==> config.mk <==
export PLATFORM = sky130hd
export DESIGN_NAME = circular_dma_mm2s
export DESIGN_NICKNAME = d
export VERILOG_FILES = /design/src/rtl/circular_dma_mm2s.sv
export SDC_FILE = /design/constraint.sdc
export NUM_CORES = 1
export LEC_CHECK = 0
export BUFFER_PORTS_ARGS = -buffer_cell sky130_fd_sc_hd__buf_4
export CORE_MARGIN = 3
export CORE_UTILIZATION = 55
export CTS_CLUSTER_DIAMETER = 150
export DETAILED_ROUTE_END_ITERATION = 16
export GPL_ROUTABILITY_DRIVEN = 0
export PLACE_DENSITY_LB_ADDON = 0.12
export SYNTH_ARGS = -nofsm -noshare
export SYNTH_HDL_FRONTEND = slang
export SYNTH_SLANG_ARGS = --single-unit
==> constraint.sdc <==
create_clock -name clk -period 9 [get_ports clk]
set_input_delay 0.45 -clock clk [delete_from_list [all_inputs] [get_ports clk]]
set_output_delay 0.45 -clock clk [all_outputs]
set_load 0.005 [all_outputs]
==> src/rtl/circular_dma_mm2s.sv <==
// circular_dma_mm2s
//   Drains a memory ring buffer through an AXI DataMover MM2S channel.
//   The producer's progress arrives as a byte offset (write_ptr). Reads are
//   issued in bursts of at most C_MAX_BURST beats that never cross the ring
//   end. Returned data is forwarded unbuffered to m_axis. read_ptr advances
//   only when the matching DataMover status comes back clean.
//
// Ports
//   clk, rst_n                 clock, async active-low reset
//   enable                     run/stop (sampled in IDLE and ERROR only)
//   mem_base, mem_size         ring base address and size in bytes
//   write_ptr                  producer offset in bytes
//   read_ptr, bytes_read       consumer offset, running byte total
//   irq                        sticky error flag, cleared by enable=0
//   busy                       high whenever the FSM is not in IDLE
//   m_axis_mm2s_cmd_*          DataMover command stream
//   s_axis_mm2s_sts_*          DataMover status stream
//   s_axis_mm2s_*              read data from DataMover
//   m_axis_*                   delivered data stream
//
// state   | meaning
// --------+-----------------------------------------------------------
// S_IDLE  | compute next burst; clear pointers while disabled
// S_CMD   | present registered command until accepted
// S_DATA  | combinational pass-through of read data until tlast
// S_STS   | wait for status; advance pointers on a clean, tag-matched one
// S_ERROR | irq high, no commands; leave when enable drops
module circular_dma_mm2s #(
  parameter int C_ADDR_WIDTH = 32,
  parameter int C_AXIS_WIDTH = 64,
  parameter int C_MAX_BURST  = 16
) (
  input  logic                      clk,
  input  logic                      rst_n,
  input  logic                      enable,
  input  logic [C_ADDR_WIDTH-1:0]   mem_base,
  input  logic [31:0]               mem_size,
  input  logic [31:0]               write_ptr,
  output logic [31:0]               read_ptr,
  output logic [31:0]               bytes_read,
  output logic                      irq,
  output logic                      busy,
  output logic [C_ADDR_WIDTH+47:0]  m_axis_mm2s_cmd_tdata,
  output logic                      m_axis_mm2s_cmd_tvalid,
  input  logic                      m_axis_mm2s_cmd_tready,
  input  logic [7:0]                s_axis_mm2s_sts_tdata,
  input  logic                      s_axis_mm2s_sts_tkeep,
  input  logic                      s_axis_mm2s_sts_tlast,
  input  logic                      s_axis_mm2s_sts_tvalid,
  output logic                      s_axis_mm2s_sts_tready,
  input  logic [C_AXIS_WIDTH-1:0]   s_axis_mm2s_tdata,
  input  logic                      s_axis_mm2s_tlast,
  input  logic                      s_axis_mm2s_tvalid,
  output logic                      s_axis_mm2s_tready,
  output logic [C_AXIS_WIDTH-1:0]   m_axis_tdata,
  output logic                      m_axis_tlast,
  output logic                      m_axis_tvalid,
  input  logic                      m_axis_tready
);

  localparam logic [31:0] BEAT  = 32'(C_AXIS_WIDTH / 8);
  localparam logic [31:0] CHUNK = 32'(C_MAX_BURST * (C_AXIS_WIDTH / 8));

  typedef enum logic [2:0] {
    S_IDLE,
    S_CMD,
    S_DATA,
    S_STS,
    S_ERROR
  } state_t;

  state_t state, state_nxt;

  logic [31:0]             read_ptr_q;
  logic [31:0]             bytes_read_q;
  logic [31:0]             len_q;
  logic [31:0]             size_q;
  logic [3:0]              tag_cnt;
  logic [3:0]              tag_q;
  logic                    irq_q;
  logic [C_ADDR_WIDTH+47:0] cmd_q;
  logic [C_ADDR_WIDTH+47:0] cmd_w;

  logic [31:0] avail;
  logic [31:0] room;
  logic [31:0] len_raw;
  logic [31:0] len_w;
  logic [31:0] rp_sum;
  logic        launch;
  logic        sts_ok;

  // Status sideband carries nothing this block needs.
  logic unused_sts;
  assign unused_sts = s_axis_mm2s_sts_tkeep ^ s_axis_mm2s_sts_tlast;

  always_comb begin
    avail = (write_ptr >= read_ptr_q) ? (write_ptr - read_ptr_q)
                                      : (mem_size - read_ptr_q + write_ptr);
    room    = mem_size - read_ptr_q;
    len_raw = avail;
    if (CHUNK < len_raw) len_raw = CHUNK;
    if (room < len_raw)  len_raw = room;
    len_w = len_raw & ~(BEAT - 32'd1);
  end

  assign launch = enable && (mem_size != 32'd0) && (len_w != 32'd0);
  assign sts_ok = s_axis_mm2s_sts_tdata[7] &&
                  (s_axis_mm2s_sts_tdata[6:4] == 3'b000) &&
                  (s_axis_mm2s_sts_tdata[3:0] == tag_q);
  assign rp_sum = read_ptr_q + len_q;

  // INCR type, EOF set, everything else reserved zero.
  always_comb begin
    cmd_w = '0;
    cmd_w[22:0] = len_w[22:0];
    cmd_w[23] = 1'b1;
    cmd_w[30] = 1'b1;
    cmd_w[C_ADDR_WIDTH+31:32] = mem_base + C_ADDR_WIDTH'(read_ptr_q);
    cmd_w[C_ADDR_WIDTH+35:C_ADDR_WIDTH+32] = tag_cnt;
  end

  always_ff @(posedge clk or negedge rst_n) begin
    if (!rst_n) state <= S_IDLE;
    else        state <= state_nxt;
  end

  always_comb begin
    state_nxt              = state;
    m_axis_mm2s_cmd_tvalid = 1'b0;
    s_axis_mm2s_sts_tready = 1'b0;
    s_axis_mm2s_tready     = 1'b0;
    m_axis_tvalid          = 1'b0;
    m_axis_tdata           = '0;
    m_axis_tlast           = 1'b0;
    case (state)
      S_IDLE: begin
        if (launch) state_nxt = S_CMD;
      end
      S_CMD: begin
        m_axis_mm2s_cmd_tvalid = 1'b1;
        if (m_axis_mm2s_cmd_tready) state_nxt = S_DATA;
      end
      S_DATA: begin
        m_axis_tvalid      = s_axis_mm2s_tvalid;
        m_axis_tdata       = s_axis_mm2s_tdata;
        m_axis_tlast       = s_axis_mm2s_tlast;
        s_axis_mm2s_tready = m_axis_tready;
        if (s_axis_mm2s_tvalid && m_axis_tready && s_axis_mm2s_tlast)
          state_nxt = S_STS;
      end
      S_STS: begin
        s_axis_mm2s_sts_tready = 1'b1;
        if (s_axis_mm2s_sts_tvalid) state_nxt = sts_ok ? S_IDLE : S_ERROR;
      end
      S_ERROR: begin
        if (!enable) state_nxt = S_IDLE;
      end
      default: state_nxt = S_IDLE;
    endcase
  end

  always_ff @(posedge clk or negedge rst_n) begin
    if (!rst_n) begin
      read_ptr_q   <= '0;
      bytes_read_q <= '0;
      len_q        <= '0;
      size_q       <= '0;
      tag_cnt      <= '0;
      tag_q        <= '0;
      irq_q        <= 1'b0;
      cmd_q        <= '0;
    end else begin
      case (state)
        S_IDLE: begin
          if (launch) begin
            len_q  <= len_w;
            size_q <= mem_size;
            tag_q  <= tag_cnt;
            cmd_q  <= cmd_w;
          end else if (!enable) begin
            read_ptr_q   <= '0;
            bytes_read_q <= '0;
            tag_cnt      <= '0;
          end
        end
        S_CMD: begin
          if (m_axis_mm2s_cmd_tready) tag_cnt <= tag_cnt + 4'd1;
        end
        S_STS: begin
          if (s_axis_mm2s_sts_tvalid) begin
            if (sts_ok) begin
              // Landing exactly on the ring end wraps to offset 0.
              read_ptr_q   <= (rp_sum == size_q) ? 32'd0 : rp_sum;
              bytes_read_q <= bytes_read_q + len_q;
            end else begin
              irq_q <= 1'b1;
            end
          end
        end
        S_ERROR: begin
          if (!enable) irq_q <= 1'b0;
        end
        default: ;
      endcase
    end
  end

  assign read_ptr              = read_ptr_q;
  assign bytes_read            = bytes_read_q;
  assign irq                   = irq_q;
  assign busy                  = (state != S_IDLE);
  assign m_axis_mm2s_cmd_tdata = cmd_q;

endmodule

==> results.cfg <==
[critical_path]
cp-end-kind = flip-flop
critPathArrivalTime_ps = 9030
startpoint_type = flip-flop
critical-path-max-stage-delay_ps = 430
crit_required_ps = 9310
path_class = reg -> reg
crit_path_frequent_cell = ha_1
critPathBufInv = 4
path_delay_family = compound AO/OA/AOI/OAI gates
cp_max_fo = 33
cpMaxStageDelayCell = or3_1

[place]
hpwl_mm = 48.20
port_buffers = 362

[synthesis]
seq_area_frac_synth_pct = 22.70
yosys.area_share.simple_pct = 17.72
synth.distinct_cells = 96
yosysTopAreaCellShare_pct = 22.70
yosys_warnings = 0
synthAdderAreaFrac_pct = 15.07
synthesis.area_mm2 = 0.01808
synth_compound_area_share_pct = 24.25
synth_top_family_by_area = compound AO/OA/AOI/OAI gates
synth_xor_area_share_pct = 8.567
synthCells = 2118
yosys-top-cells-area = dfrtp_1 (23%), ha_1 (15%), mux2_2 (5.0%)
yosysTopAreaCell = dfrtp_1
async_flop_share_pct = 100.0
synth_seq_cells = 164
yosysMostFrequentCell = ha_1
synthMuxAreaShare_pct = 5.702
synth-main-ff-cell = dfrtp_1
synthTopCellsByCount = ha_1 (213), dfrtp_1 (164), a21oi_1 (136)
synth_edf_count = 0
syn_area_per_cell_um2 = 8.536

[power_and_ir_drop]
pwr-share-seq_pct = 16.7
switching_share_pct = 49.91
p_per_area_mw_per_mm2 = 396.7
p_leak_nw = 10.59
p_switching_mw = 4.327
p_clk_share_pct = 8.3
combPwrFrac_pct = 75.0
power_mw = 8.670
internal_power_mw = 4.343
ir_worst_vdd_v = 0.0002603

[die]
ios = 393
rows = 65
die_h_um = 187.3
dieArea_mm2 = 0.03508
die_x_um = 187.3
core_mm2 = 0.03196
start_util_pct = 56.57

[routing]
viasPerCell = 6.189
first_iter_violations = 1663
drt-pass1-iter-count = 5
drtAntennaViolNets = 0
wl_per_cell_um = 20.38
drc = 0
routed_wirelength_mm = 59.47
vias = 18060

[timing]
report.final.slew_viol_count = 0
final.min_clock_period_ps = 8716
finalCritPeriodShare_pct = 96.84
worst_pin_slew_ps = 1128
fin_worst_skew_ps = 15.99
finalSetupViolCount = 0
holdWs_ps = 61.99
fmax_ghz = 0.1147
max-slew-margin-rel_pct = 24.64
hold_viol_final = 0

[cts]
cts_buffers = 17
insertion_delay_ps = 440
cts_buffer_depth = 2
clkSlewWorstSetupHoldPaths_ps = 70
cts_tree = yes
ctsRootBufferMaster = clkbuf_16
htreeDepth = 4
cts.sinks = 164

[global_route]
grt_max_degree = 90
antenna_found_initial = 3
grt_pass1_wl_mm = 90.86
first_global_vias = 17170
overflow = 0
track_usage_pct = 31.90

[cells_and_area]
drive_gt1_share_pct = 23.58
regArea_mm2 = 0.004108
fill_cells = 2664
synthToLayoutAreaGrowth_pct = 20.87
fin_nets = 2862
multi_input_area_mm2 = 0.01320

[flow_run]
timing.max_cap.violations = 0

[hold_path]
hold_class = in -> async

[outcome]
status = finished clean
-- state kept, by name, indices dropped and copies added, names as in the netlist --
register               cells
bytes_read                29
irq                        1
len_q                      9
m_axis_mm2s_cmd_tdata     53
read_ptr                  29
size_q                    32
state                      3
tag_cnt                    4
tag_q                      4
-- power groups by stage --
stage,Combinational [mW],Sequential (mW),Clock (mW)
3_5_place_dp,6.26,1.44,0
5_1_grt,7.08,1.48,0.755
4_1_cts,6.31,1.43,0.724
6_report,6.51,1.45,0.715
3_3_place_gp,6.07,1.43,0
2_1_floorplan,4.50,1.31,0
-- final cells by class --
class | instances | share of cell area (%)
multi-input cells | 1789 | 60.39
well taps | 435 | 2.491
diodes | 2 | 0.02290
inverters | 97 | 1.666
clock inverters | 12 | 0.5496
clock buffers | 20 | 2.090
repair buffers | 399 | 13.99
flip-flops and latches | 164 | 18.80
-- cell usage in the layout, fill, tap and decap left out, drive strengths merged, types with 20 or more instances in the layout --
cell / synthesis / layout
buf: 70 / 397
nand3: 39 / 39
nor2b: 29 / 29
conb: 2 / 56
o211ai: 29 / 29
ha: 213 / 213
o21a: 31 / 31
nand4: 26 / 26
o31ai: 26 / 26
nand2: 134 / 134
o21ai: 127 / 127
and3: 95 / 95
dfrtp: 164 / 164
nor2: 118 / 118
o21bai: 20 / 20
a21oi: 136 / 136
a211oi: 25 / 25
xor2: 66 / 66
nand2b: 34 / 34
xnor2: 97 / 97
a31oi: 22 / 22
clkbuf: 52 / 22
a21o: 70 / 70
nor3: 47 / 47
a31o: 23 / 23
o22ai: 22 / 22
inv: 97 / 101
mux2: 80 / 80
-- path summary, 6_finish.rpt --
kind                                            from                         to  slack, ps  depth (start not counted)
max in group asynchronous                      rst_n                read_ptr[4]       7440                          2
max                                      read_ptr[8]   m_axis_mm2s_cmd_tdata[9]        280                         32
max reg2reg                              read_ptr[8]   m_axis_mm2s_cmd_tdata[9]        280                         32
min in group clk                         mem_base[2]  m_axis_mm2s_cmd_tdata[34]        250                          2
min                                            rst_n  m_axis_mm2s_cmd_tdata[40]         60                          1
min reg2reg                m_axis_mm2s_cmd_tdata[30]  m_axis_mm2s_cmd_tdata[30]        490                          1
-- per-stage QoR --
| stage | setup slack [ps] | setup TNS (ps) | cells | util (%) | area [µm²] |
|---|---|---|---|---|---|
| 5_1_grt | -61.69 | -1142 | 2918 | 68.37 | 21850 |
| 2_1_floorplan | 963.0 | 0 | 2172 | - | 18280 |
| 4_1_cts | 185.9 | 0 | 2911 | 67.88 | 21690 |
| 6_report | 284.4 | 0 | 2918 | 68.37 | 21850 |
| 3_5_place_dp | 118.8 | 0 | 2879 | 66.07 | 21120 |
| 3_3_place_gp | 339.1 | 0 | 2879 | 66.07 | 21120 |
-- metal layers --
layer,GRT usage (%),vias up,share of wire (%)
met1,42.99,8610,43
met4,12.10,0,3.7
li1,-,8531,-
met2,52.47,798,46
met5,0,-,0
met3,3.973,121,7.5
-- cells by family (layout without fill, tap and decap cells) --
group	Yosys count	in the layout
buf+inv	219	528
other cells	2	58
xor+xnor	168	168
flops	164	164
simple gates	616	616
fa+ha+maj	216	216
compound gates	640	640
mux	93	93
-- what timing repair did --
action / 4_1_cts / 5_1_grt
setup buffers: 0 / 3
hold buffers: 0 / 0
endpoints found under the setup margin: 0 / 99
gates resized for setup: 0 / 29
(Power assumes the default switching activity.)
